`src/rtl/audio_pkg.sv`:
```
// Shared definitions for the PWM audio source generators: FSM states and
// elaboration-time helpers for clock-derived counter sizing.
package audio_pkg;

  typedef enum logic [1:0] {
    IDLE = 2'd0,
    PLAY = 2'd1,
    GAP  = 2'd2
  } toneState_t;

  function automatic int unsigned clog2(input int unsigned n);
    int unsigned r;
    int unsigned v;
    r = 0;
    v = 1;
    while (v < n) begin
      v = v << 1;
      r = r + 1;
    end
    return r;
  endfunction

  // Counter width for a counter that must reach n-1; never narrower than one bit.
  function automatic int unsigned cntWidth(input int unsigned n);
    return (clog2(n) < 1) ? 1 : clog2(n);
  endfunction

  function automatic int unsigned msCycles(input int unsigned clkHz);
    return clkHz / 1000;
  endfunction

endpackage

```
`src/rtl/ms_tick_gen.sv`:
```
// Millisecond prescaler: one-cycle tick every MS_CYC clocks, held at zero while clr is high.
module ms_tick_gen #(
  parameter int unsigned MS_CYC = 100_000
) (
  input  logic clk,
  input  logic rst,
  input  logic clr,
  output logic tick_c
);
  import audio_pkg::*;

  localparam int unsigned PRE_W = cntWidth(MS_CYC);
  localparam logic [PRE_W-1:0] LAST = PRE_W'(MS_CYC - 1);

  logic [PRE_W-1:0] preCnt;

  always_ff @(posedge clk or negedge rst) begin
    if (!rst) begin
      preCnt <= '0;
    end else if (clr || (preCnt == LAST)) begin
      preCnt <= '0;
    end else begin
      preCnt <= preCnt + PRE_W'(1);
    end
  end

  assign tick_c = !clr && (preCnt == LAST);

endmodule

```
`src/rtl/tone_pwm_gen.sv`:
```
// Square-wave tone source for the audio mux: plays one latched note request,
// then a fixed silent gap, reporting busy/done for a melody sequencer.
module tone_pwm_gen #(
  parameter int unsigned CLK_HZ   = 100_000_000,
  parameter int unsigned PERIOD_W = 20,
  parameter int unsigned LEN_W    = 12,
  parameter int unsigned GAP_MS   = 10
) (
  input  logic                clk,
  input  logic                rst,
  input  logic                start,
  input  logic [PERIOD_W-1:0] half_period,
  input  logic [LEN_W-1:0]    note_ms,
  output logic                busy,
  output logic                done,
  output logic                pwm_out,
  output logic                audio_en
);
  import audio_pkg::*;

  localparam int unsigned MS_CYC  = msCycles(CLK_HZ);
  localparam int unsigned GAP_W   = cntWidth(GAP_MS + 1);
  localparam bit          HAS_GAP = (GAP_MS != 0);

  toneState_t          state, stateNext;
  logic [PERIOD_W-1:0] hpReg, hpNext;
  logic [PERIOD_W-1:0] toneCnt, toneCntNext;
  logic [LEN_W-1:0]    remMs, remMsNext;
  logic [GAP_W-1:0]    gapCnt, gapCntNext;
  logic                busyNext, doneNext, pwmNext, audioNext;
  logic                tick_c;
  logic                preClr_c;

  // The prescaler idles at zero, so every PLAY and GAP phase starts on a fresh ms.
  assign preClr_c = (state == IDLE);

  ms_tick_gen #(
    .MS_CYC(MS_CYC)
  ) u_msTick (
    .clk   (clk),
    .rst   (rst),
    .clr   (preClr_c),
    .tick_c(tick_c)
  );

  always_ff @(posedge clk or negedge rst) begin
    if (!rst) begin
      state    <= IDLE;
      hpReg    <= '0;
      toneCnt  <= '0;
      remMs    <= '0;
      gapCnt   <= '0;
      busy     <= 1'b0;
      done     <= 1'b0;
      pwm_out  <= 1'b0;
      audio_en <= 1'b0;
    end else begin
      state    <= stateNext;
      hpReg    <= hpNext;
      toneCnt  <= toneCntNext;
      remMs    <= remMsNext;
      gapCnt   <= gapCntNext;
      busy     <= busyNext;
      done     <= doneNext;
      pwm_out  <= pwmNext;
      audio_en <= audioNext;
    end
  end

  always_comb begin
    stateNext   = state;
    hpNext      = hpReg;
    toneCntNext = toneCnt;
    remMsNext   = remMs;
    gapCntNext  = gapCnt;
    busyNext    = busy;
    doneNext    = 1'b0;
    pwmNext     = pwm_out;
    audioNext   = audio_en;

    case (state)
      IDLE: begin
        toneCntNext = '0;
        // The done cycle is still part of the previous note, so requests there are dropped.
        if (start && (note_ms != '0) && !done) begin
          stateNext = PLAY;
          hpNext    = half_period;
          remMsNext = note_ms;
          busyNext  = 1'b1;
          pwmNext   = 1'b0;
          audioNext = (half_period != '0);
        end
      end

      PLAY: begin
        if (hpReg != '0) begin
          if (toneCnt == hpReg - PERIOD_W'(1)) begin
            toneCntNext = '0;
            pwmNext     = !pwm_out;
          end else begin
            toneCntNext = toneCnt + PERIOD_W'(1);
          end
        end
        if (tick_c) begin
          remMsNext = remMs - LEN_W'(1);
          if (remMs == LEN_W'(1)) begin
            toneCntNext = '0;
            pwmNext     = 1'b0;
            audioNext   = 1'b0;
            if (HAS_GAP) begin
              stateNext  = GAP;
              gapCntNext = GAP_W'(GAP_MS);
            end else begin
              stateNext = IDLE;
              busyNext  = 1'b0;
              doneNext  = 1'b1;
            end
          end
        end
      end

      GAP: begin
        toneCntNext = '0;
        if (tick_c) begin
          gapCntNext = gapCnt - GAP_W'(1);
          if (gapCnt == GAP_W'(1)) begin
            stateNext = IDLE;
            busyNext  = 1'b0;
            doneNext  = 1'b1;
          end
        end
      end

      default: begin
        stateNext = IDLE;
        busyNext  = 1'b0;
        pwmNext   = 1'b0;
        audioNext = 1'b0;
      end
    endcase
  end

endmodule
```
`config.mk`:
```
export PLATFORM = sky130hd
export DESIGN_NAME = tone_pwm_gen
export DESIGN_NICKNAME = d
export VERILOG_FILES = /design/src/rtl/audio_pkg.sv /design/src/rtl/ms_tick_gen.sv /design/src/rtl/tone_pwm_gen.sv
export SDC_FILE = /design/constraint.sdc
export NUM_CORES = 1
export LEC_CHECK = 0
export ABC_AREA = 1
export CAP_MARGIN = 20
export CORE_MARGIN = 1
export CORE_UTILIZATION = 35
export DETAILED_ROUTE_END_ITERATION = 8
export GPL_TIMING_DRIVEN = 0
export PLACE_DENSITY = 0.51
export SLEW_MARGIN = 20
export SYNTH_ARGS = -nofsm -noshare
export SYNTH_HDL_FRONTEND = slang
export SYNTH_SLANG_ARGS = --single-unit
```
`constraint.sdc`:
```
create_clock -name clk -period 1.8 [get_ports clk]
set_input_delay 0.36 -clock clk [delete_from_list [all_inputs] [get_ports clk]]
set_output_delay 0.36 -clock clk [all_outputs]
set_load 0.01 [all_outputs]
```
==> impl_metrics.json, run 1 <==
{
  "worstPathRequired_ps": 2040,
  "met1_usage_pct": 25.3,
  "antenna_found_initial": 0,
  "vias_per_cell": 4.98,
  "firstDrtPassIters": 7,
  "status": "complete, but fails checks",
  "worstRegToRegCells": 16,
  "finalSetupViolCount": 35,
  "htree_levels": 3,
  "maxClockFrequency_mhz": 469,
  "dp_slack_ps": -929,
  "root_buffer": "clkbuf_16",
  "synthesis.nets": 820,
  "leakage_nw": 3.40,
  "clock_skew_ps": 5.80,
  "grt_pass1_wl_mm": 25.5,
  "p_per_area_nw_per_um2": 1060,
  "synthCells": 778,
  "drt-total-wl_mm": 15.9,
  "synth_common_cells": "nand2_1, inv_1, nor2_1",
  "grtUsageMet3_pct": 2.61,
  "routedWlPerCell_um": 14.7,
  "period_needed_ps": 2130,
  "hpwl_mm": 11.3,
  "cp.arrival_ps": 2370,
  "syn_area_per_cell_um2": 6.82,
  "path_max_fanout": 7,
  "clock_sinks": 79,
  "die_y_um": 125,
  "path_class": "register to register",
  "yosys-top-cells-area": "dfrtp_1, nand2_1, inv_1",
  "ys_warn_count": 0,
  "drive_gt1_share_pct": 26.6,
  "slew_violations": 0,
  "portBuffers": 38,
  "n_antenna_cell": 0,
  "hold_path.class": "primary input to async pin",
  "end_kind": "register",
  "synth_most_common_cell": "nand2_1",
  "finalPower_w": 0.00788,
  "fin_ws_ps": -331,
  "yosysSeqAreaShare_pct": 37.3,
  "start_util_pct": 36.2,
  "maxCapViolations": 0,
  "synth_top_area_cell": "dfrtp_1",
  "synth-async-reset-ratio_pct": 100,
  "violations": "setup timing",
  "grt_max_degree": 52,
  "hold_viol_final": 0,
  "synth.distinct_cells": 37,
  "ios": 39,
  "num_vias": 5384,
  "cts_tree": "done",
  "tightest_slew_ps": 547,
  "synth_area_um2": 5300,
  "die_area_um2": 15700,
  "gr-total-overflow": 0,
  "clkTransAtPathRegs_ps": 70,
  "track_usage_pct": 20.4,
  "postRouteAntennaNets": 0,
  "cts_buffers": 9,
  "area_delta_synth_final_pct": 40.1,
  "start_kind": "register",
  "grt_busiest_layer": "met2",
  "core_um2": 14600,
  "rsz0062_at_grt": "yes",
  "synth_edf_count": 0,
  "grt_util_met2_pct": 36.6,
  "drc": 0,
  "whs_ps": 485,
  "synth_top_area_share_pct": 37.3,
  "peakVddDrop_v": 0.000599,
  "max_slew_margin_pct": 63.5,
  "max-clock-path-buffers": 2,
  "clk_latency_ps": 350,
  "timing.final.crit_share_pct": 118,
  "gp_congestion": 0.857,
  "nets": 934,
  "rows": 44,
  "grt_pass1_vias": 5261,
  "synth_ff_type": "dfrtp_1",
  "synth_seq_cells": 79,
  "die_x_um": 125,
  "drt_iter0_drc": 226
}
[critical path, cell delays in order (launching register included)]
cell and delay (ps):
dfrtp_1 400, inv_2 80, ha_4 270, inv_2 30, nand2_1 50, nand2_1 50
nor2_2 90, nand2_1 50, nor2_1 80, nand2_1 60, nor2_1 100, nand3_1 130
nor2_2 170, nand3_2 120, nand2_4 170, buf_4 140, o21ai_2 40
[power breakdown]
group	switching, W	leakage (nW)	internal [W]
Clock	0.000813	0.136	0.000989
Combinational	0.00201	2.24	0.00140
Sequential	0.000482	1.03	0.00218
Total	0.00330	3.40	0.00457
[area by class of cell]
cell class / count / area, um^2
Fill cell: 1397 / 7220
Buffer: 13 / 85.1
Multi-Input combinational cell: 577 / 3470
Inverter: 110 / 428
Timing Repair Buffer: 102 / 942
Clock inverter: 6 / 50.0
Sequential cell: 79 / 1980
Clock buffer: 10 / 239
Tap cell: 184 / 230
[layer usage]
metal	up-vias	routed length [um]
met5	-	0
met4	0	183
met3	14	529
met2	79	8090
met1	2558	7100
li1	2733	-
[repair_timing]
item / 4_1_cts / 5_1_grt
cloned: 1 / 3
buffers inserted: 29 / 31
setup endpoints to repair: 76 / 62
pin swaps: 33 / 49
hold endpoints to repair: 28 / 0
hold buffers: 1 / 0
resized for setup: 72 / 134
[stage by stage]
stage | cell area [um^2] | util, % | cells | setup TNS (ps)
6_report | 7430 | 50.7 | 1081 | -6630
5_1_grt | 7430 | 50.7 | 1081 | -13100
4_1_cts | 6720 | 45.9 | 1048 | -6400
3_5_place_dp | 5950 | 40.6 | 1001 | -43410
3_3_place_gp | 5930 | 40.5 | 1000 | -253150
2_1_floorplan | 5320 | - | 778 | -184
[final timing paths]
| check | start | endpoint | slack [ps] |
|---|---|---|---|
| max in group asynchronous | rst | state[1] | 710 |
| max | hpReg[1] | toneCnt[5] | -330 |
| min | rst | hpReg[1] | 480 |
| min in group clk | busy | busy | 510 |
| min reg2reg | busy | busy | 510 |
| max reg2reg | hpReg[1] | toneCnt[5] | -330 |
[registers in the layout, indices dropped and copies added, names as in the netlist]
signal,count
gapCnt,4
remMs,12
audio_en,1
hpReg,20
busy,1
toneCnt,20
u_msTick.preCnt,17
state,2
done,1
pwm_out,1
[kinds of logic (layout without fill, tap and decap cells)]
logic type	Yosys count	after routing	share of synthesized area, %
AOI/OAI and AO/OA	89	89	9.01
and+or+nand+nor	449	450	37.7
xor gates and xnor gates	31	31	5.40
DFF	79	79	37.3
buffers and inverters	123	241	8.92
adders and majority gates	7	7	1.65
[cells in the final DEF (no fill, tap or decap), types with 11 or more instances in the layout]
cell type,instances
a21oi_1,12
o21ai_0,27
clkdlybuf4s50_1,37
buf_4,51
xor2_1,24
buf_6,11
nand2_1,215
nand2_2,13
o21ai_2,14
nor2_1,54
inv_1,89
nor2_4,26
nand3_2,14
o21ai_1,15
nand3_1,34
nor2_2,21
dfrtp_1,75
nand4_1,23
inv_2,15
No activity file was read; power rests on OpenSTA's default activity.
==> run 2: changes to the inputs <==
--- a/config.mk
+++ b/config.mk
@@ -5,13 +5,12 @@
 export SDC_FILE = /design/constraint.sdc
 export NUM_CORES = 1
 export LEC_CHECK = 0
-export ABC_AREA = 1
 export CAP_MARGIN = 20
 export CORE_MARGIN = 1
 export CORE_UTILIZATION = 35
 export DETAILED_ROUTE_END_ITERATION = 8
 export GPL_TIMING_DRIVEN = 0
-export PLACE_DENSITY = 0.51
+export PLACE_DENSITY = 0.52
 export SLEW_MARGIN = 20
 export SYNTH_ARGS = -nofsm -noshare
 export SYNTH_HDL_FRONTEND = slang
==> run 2 against run 1 <==
Net effect:
- the flow still finishes with violations (setup timing)
- worst setup slack lost 820 ps
- clock skew is essentially flat
- power shrank 9.7%
- die area shrank 10%
- combinational power shrank 32%
- hold slack lost 170 ps
- final cell count shrank 25%
- clock power grew 12%
- critical path depth shrank 4
- critical path type unchanged
==> impl_metrics.json, run 2 <==
{
  "status": "complete, but fails checks",
  "violations": "setup timing",
  "drive_gt1_share_pct": 24.6,
  "synth_edf_count": 0,
  "yosys-top-cells-area": "dfrtp_1, nor2_1, o21ai_0",
  "clock_skew_ps": 5.79,
  "dp_slack_ps": -1420,
  "final_common_cell": "dfrtp_1",
  "ys_warn_count": 0,
  "cp.arrival_ps": 3180,
  "cp_slowest_stage_delay_ps": 540,
  "synthesis.nets": 585,
  "grt_busiest_layer": "met2",
  "clkTransAtPathRegs_ps": 60,
  "synth_area_um2": 4760,
  "max-clock-path-buffers": 2,
  "drt_iter0_drc": 173,
  "final_area_um2": 6580,
  "routedWlPerCell_um": 17.1,
  "crit_buf_inv": 3,
  "top_regs": "hpReg: 20 flops, toneCnt: 20 flops, u_msTick.preCnt: 17 flops",
  "period_needed_ps": 2950,
  "p_comb_share_pct": 32.7,
  "rsz0062_at_grt": "yes",
  "p_per_area_nw_per_um2": 1080,
  "final_util_pct": 49.7,
  "whs_endpoint": "remMs[0]",
  "synth_top_area_share_pct": 41.5,
  "slew_violations": 0,
  "leakage_nw": 2.58,
  "layout_common_cells": "dfrtp_1, nor2_1, nand2_1",
  "antenna_found_initial": 0,
  "min_path_cells": 3,
  "synth_top_area_cell": "dfrtp_1",
  "n_antenna_cell": 0,
  "start_kind": "register",
  "postRouteAntennaNets": 0,
  "num_vias": 4479,
  "grt_pass1_vias": 4258,
  "synthCells": 543,
  "worstPathRequired_ps": 2030,
  "core_um2": 13200,
  "max_slew_margin_pct": 55.2,
  "internal_power_w": 0.00459,
  "hpwl_mm": 9.21,
  "peakVddDrop_v": 0.000582,
  "yosysSeqAreaShare_pct": 41.5,
  "switchingPower_w": 0.00253,
  "die_area_um2": 14100,
  "area_delta_synth_final_pct": 38.4,
  "synth_seq_cells": 79,
  "r2r-end": "toneCnt[16]",
  "syn_area_per_cell_um2": 8.76,
  "met1_usage_pct": 27.9,
  "worstRegToRegCells": 12,
  "track_usage_pct": 20.2,
  "path_max_fanout": 8,
  "synth-simple-area-share_pct": 23.6,
  "hp-start": "note_ms[0]",
  "synth-xor-area-share_pct": 7.55,
  "num-fill-cells": 1253,
  "portBuffers": 38,
  "synth_ff_type": "dfrtp_1",
  "start_util_pct": 35.9,
  "cp_common_cell": "buf_6",
  "drc": 0,
  "vias_per_cell": 5.51,
  "hold_viol_final": 0,
  "p_clk_share_pct": 28.3,
  "fin_ws_ps": -1150,
  "grt_max_degree": 53,
  "critPathTopFamily": "simple AND/OR/NAND/NOR gates",
  "root_buffer": "clkbuf_16",
  "finalSetupViolCount": 28,
  "reg2reg_slack_ps": -1150,
  "gp_congestion": 0.864,
  "hold_path.class": "primary input to register",
  "grt_util_met2_pct": 31.0,
  "synth_common_cells": "dfrtp_1, nor2_1, nand2_1",
  "fin_tns_setup_ps": -23660,
  "synth_top_family_by_area": "simple AND/OR/NAND/NOR gates",
  "rows": 42,
  "cts_buffers": 9,
  "worstPathCellList": "inv_2, ha_4, nor3b_4, a21oi_2, or4_4, or4b_4, nor3_2, nand4_1, buf_6, buf_6, a31oi_1, mux2i_1",
  "maxCapViolations": 0,
  "p_seq_share_pct": 39.0,
  "grtUsageMet3_pct": 3.04,
  "muxShareOfSynthArea_pct": 5.05,
  "crit_path_top_delay_cell": "or4b_4",
  "gr-total-overflow": 0,
  "grt_pass1_wl_mm": 22.2,
  "firstDrtPassIters": 5,
  "timing.final.crit_share_pct": 164,
  "die_y_um": 119,
  "dp.cells": 758,
  "synth-adder-area-share_pct": 1.84,
  "htree_levels": 3,
  "clk_latency_ps": 350,
  "clock_sinks": 79,
  "path_class": "register to register",
  "r2r-start": "hpReg[0]",
  "post_dp_cell_area_um2": 5430,
  "drt-total-wl_mm": 13.9,
  "synth_most_common_cell": "dfrtp_1",
  "fin_cells": 813,
  "end_kind": "register",
  "maxClockFrequency_mhz": 339,
  "ios": 39,
  "synth_compound_gate_area_share_pct": 16.3,
  "nets": 674,
  "die_x_um": 119,
  "p_sw_share_pct": 35.5,
  "synth-async-reset-ratio_pct": 100,
  "synth.distinct_cells": 58,
  "cts_tree": "done",
  "tightest_slew_ps": 666
}
run 2: cell count changes after synthesis, moves of 8 or more:
cell | before | now
a31oi_1 | 0 | 14
nor4_1 | 9 | 19
clkbuf_1 | 9 | 18
a21oi_1 | 16 | 25
nand4_1 | 23 | 9
o21ai_1 | 9 | 1
nor2_1 | 88 | 57
nand3_1 | 47 | 31
inv_1 | 104 | 23
mux2_2 | 0 | 16
xnor2_1 | 6 | 21
o211ai_1 | 3 | 11
nand2_1 | 233 | 48
run 2: how the worst max path moves through the flow:
stage               slack, ps  depth (start not counted)  startpoint           to
finish                  -1150                         12    hpReg[0]  toneCnt[16]
global placement        -2640                          1         rst     remMs[4]
detailed placement      -1420                         12    hpReg[0]  toneCnt[12]
global route            -1240                         12    hpReg[1]  toneCnt[16]
CTS                     -1110                         12    hpReg[0]  toneCnt[12]
floorplan                -930                         11    hpReg[0]  toneCnt[12]
run 2: metrics by stage:
stage | hold WS, ps | total power (W)
finish | 314 | 0.00712
global route | 313 | 0.00752
CTS | 441 | 0.00684
detailed placement | 313 | 0.00457
global placement | 476 | 0.00453
floorplan | 64.4 | 0.00396
run 2: repair_timing:
action | CTS | global route
gates resized for setup | 95 | 72
pin swaps | 22 | 30
endpoints found under the setup margin | 77 | 62
hold buffers | 1 | 0
gates cloned | 4 | 0
hold endpoints to repair | 27 | 0
buffers inserted | 22 | 17
run 2: final cells by class:
| cell class | instances | area [um^2] | area share (%) |
|---|---|---|---|
| clock inverters | 2 | 35.0 | 0.532 |
| clock buffers | 14 | 294 | 4.47 |
| plain buffers | 22 | 163 | 2.47 |
| inverters | 23 | 86.3 | 1.31 |
| repair buffers | 80 | 768 | 11.7 |
| flip-flops and latches | 79 | 1980 | 30.0 |
| well taps | 176 | 220 | 3.34 |
| multi-input cells | 417 | 3040 | 46.2 |
run 2: tightest hold or removal path, cell delays in order:
cell	delay, ps
clkbuf_2	130
nand3_1	80
nand2_1	50
run 2: cell families after synthesis:
| logic type | Yosys count |
|---|---|
| AND/OR/NAND/NOR | 222 |
| AO/OA/AOI/OAI | 125 |
| flip-flops | 79 |
| buffers and inverters | 47 |
| XOR/XNOR | 41 |
| multiplexers | 22 |
| adder cells (fa/ha/maj) | 7 |
run 2: power groups by stage:
stage / Sequential [W] / Combinational [W] / Clock [W]
after CTS: 0.00270 / 0.00209 / 0.00205
after floorplan: 0.00256 / 0.00140 / 0
after global placement: 0.00268 / 0.00185 / 0
after detailed placement: 0.00269 / 0.00189 / 0
after global routing: 0.00284 / 0.00257 / 0.00212
final: 0.00278 / 0.00232 / 0.00202
run 2: routing by layer:
metal | vias up | share of wire, %
met5 | - | 0
met4 | 0 | 2.1
met3 | 20 | 4.2
met2 | 100 | 47
met1 | 2193 | 47
li1 | 2166 | -
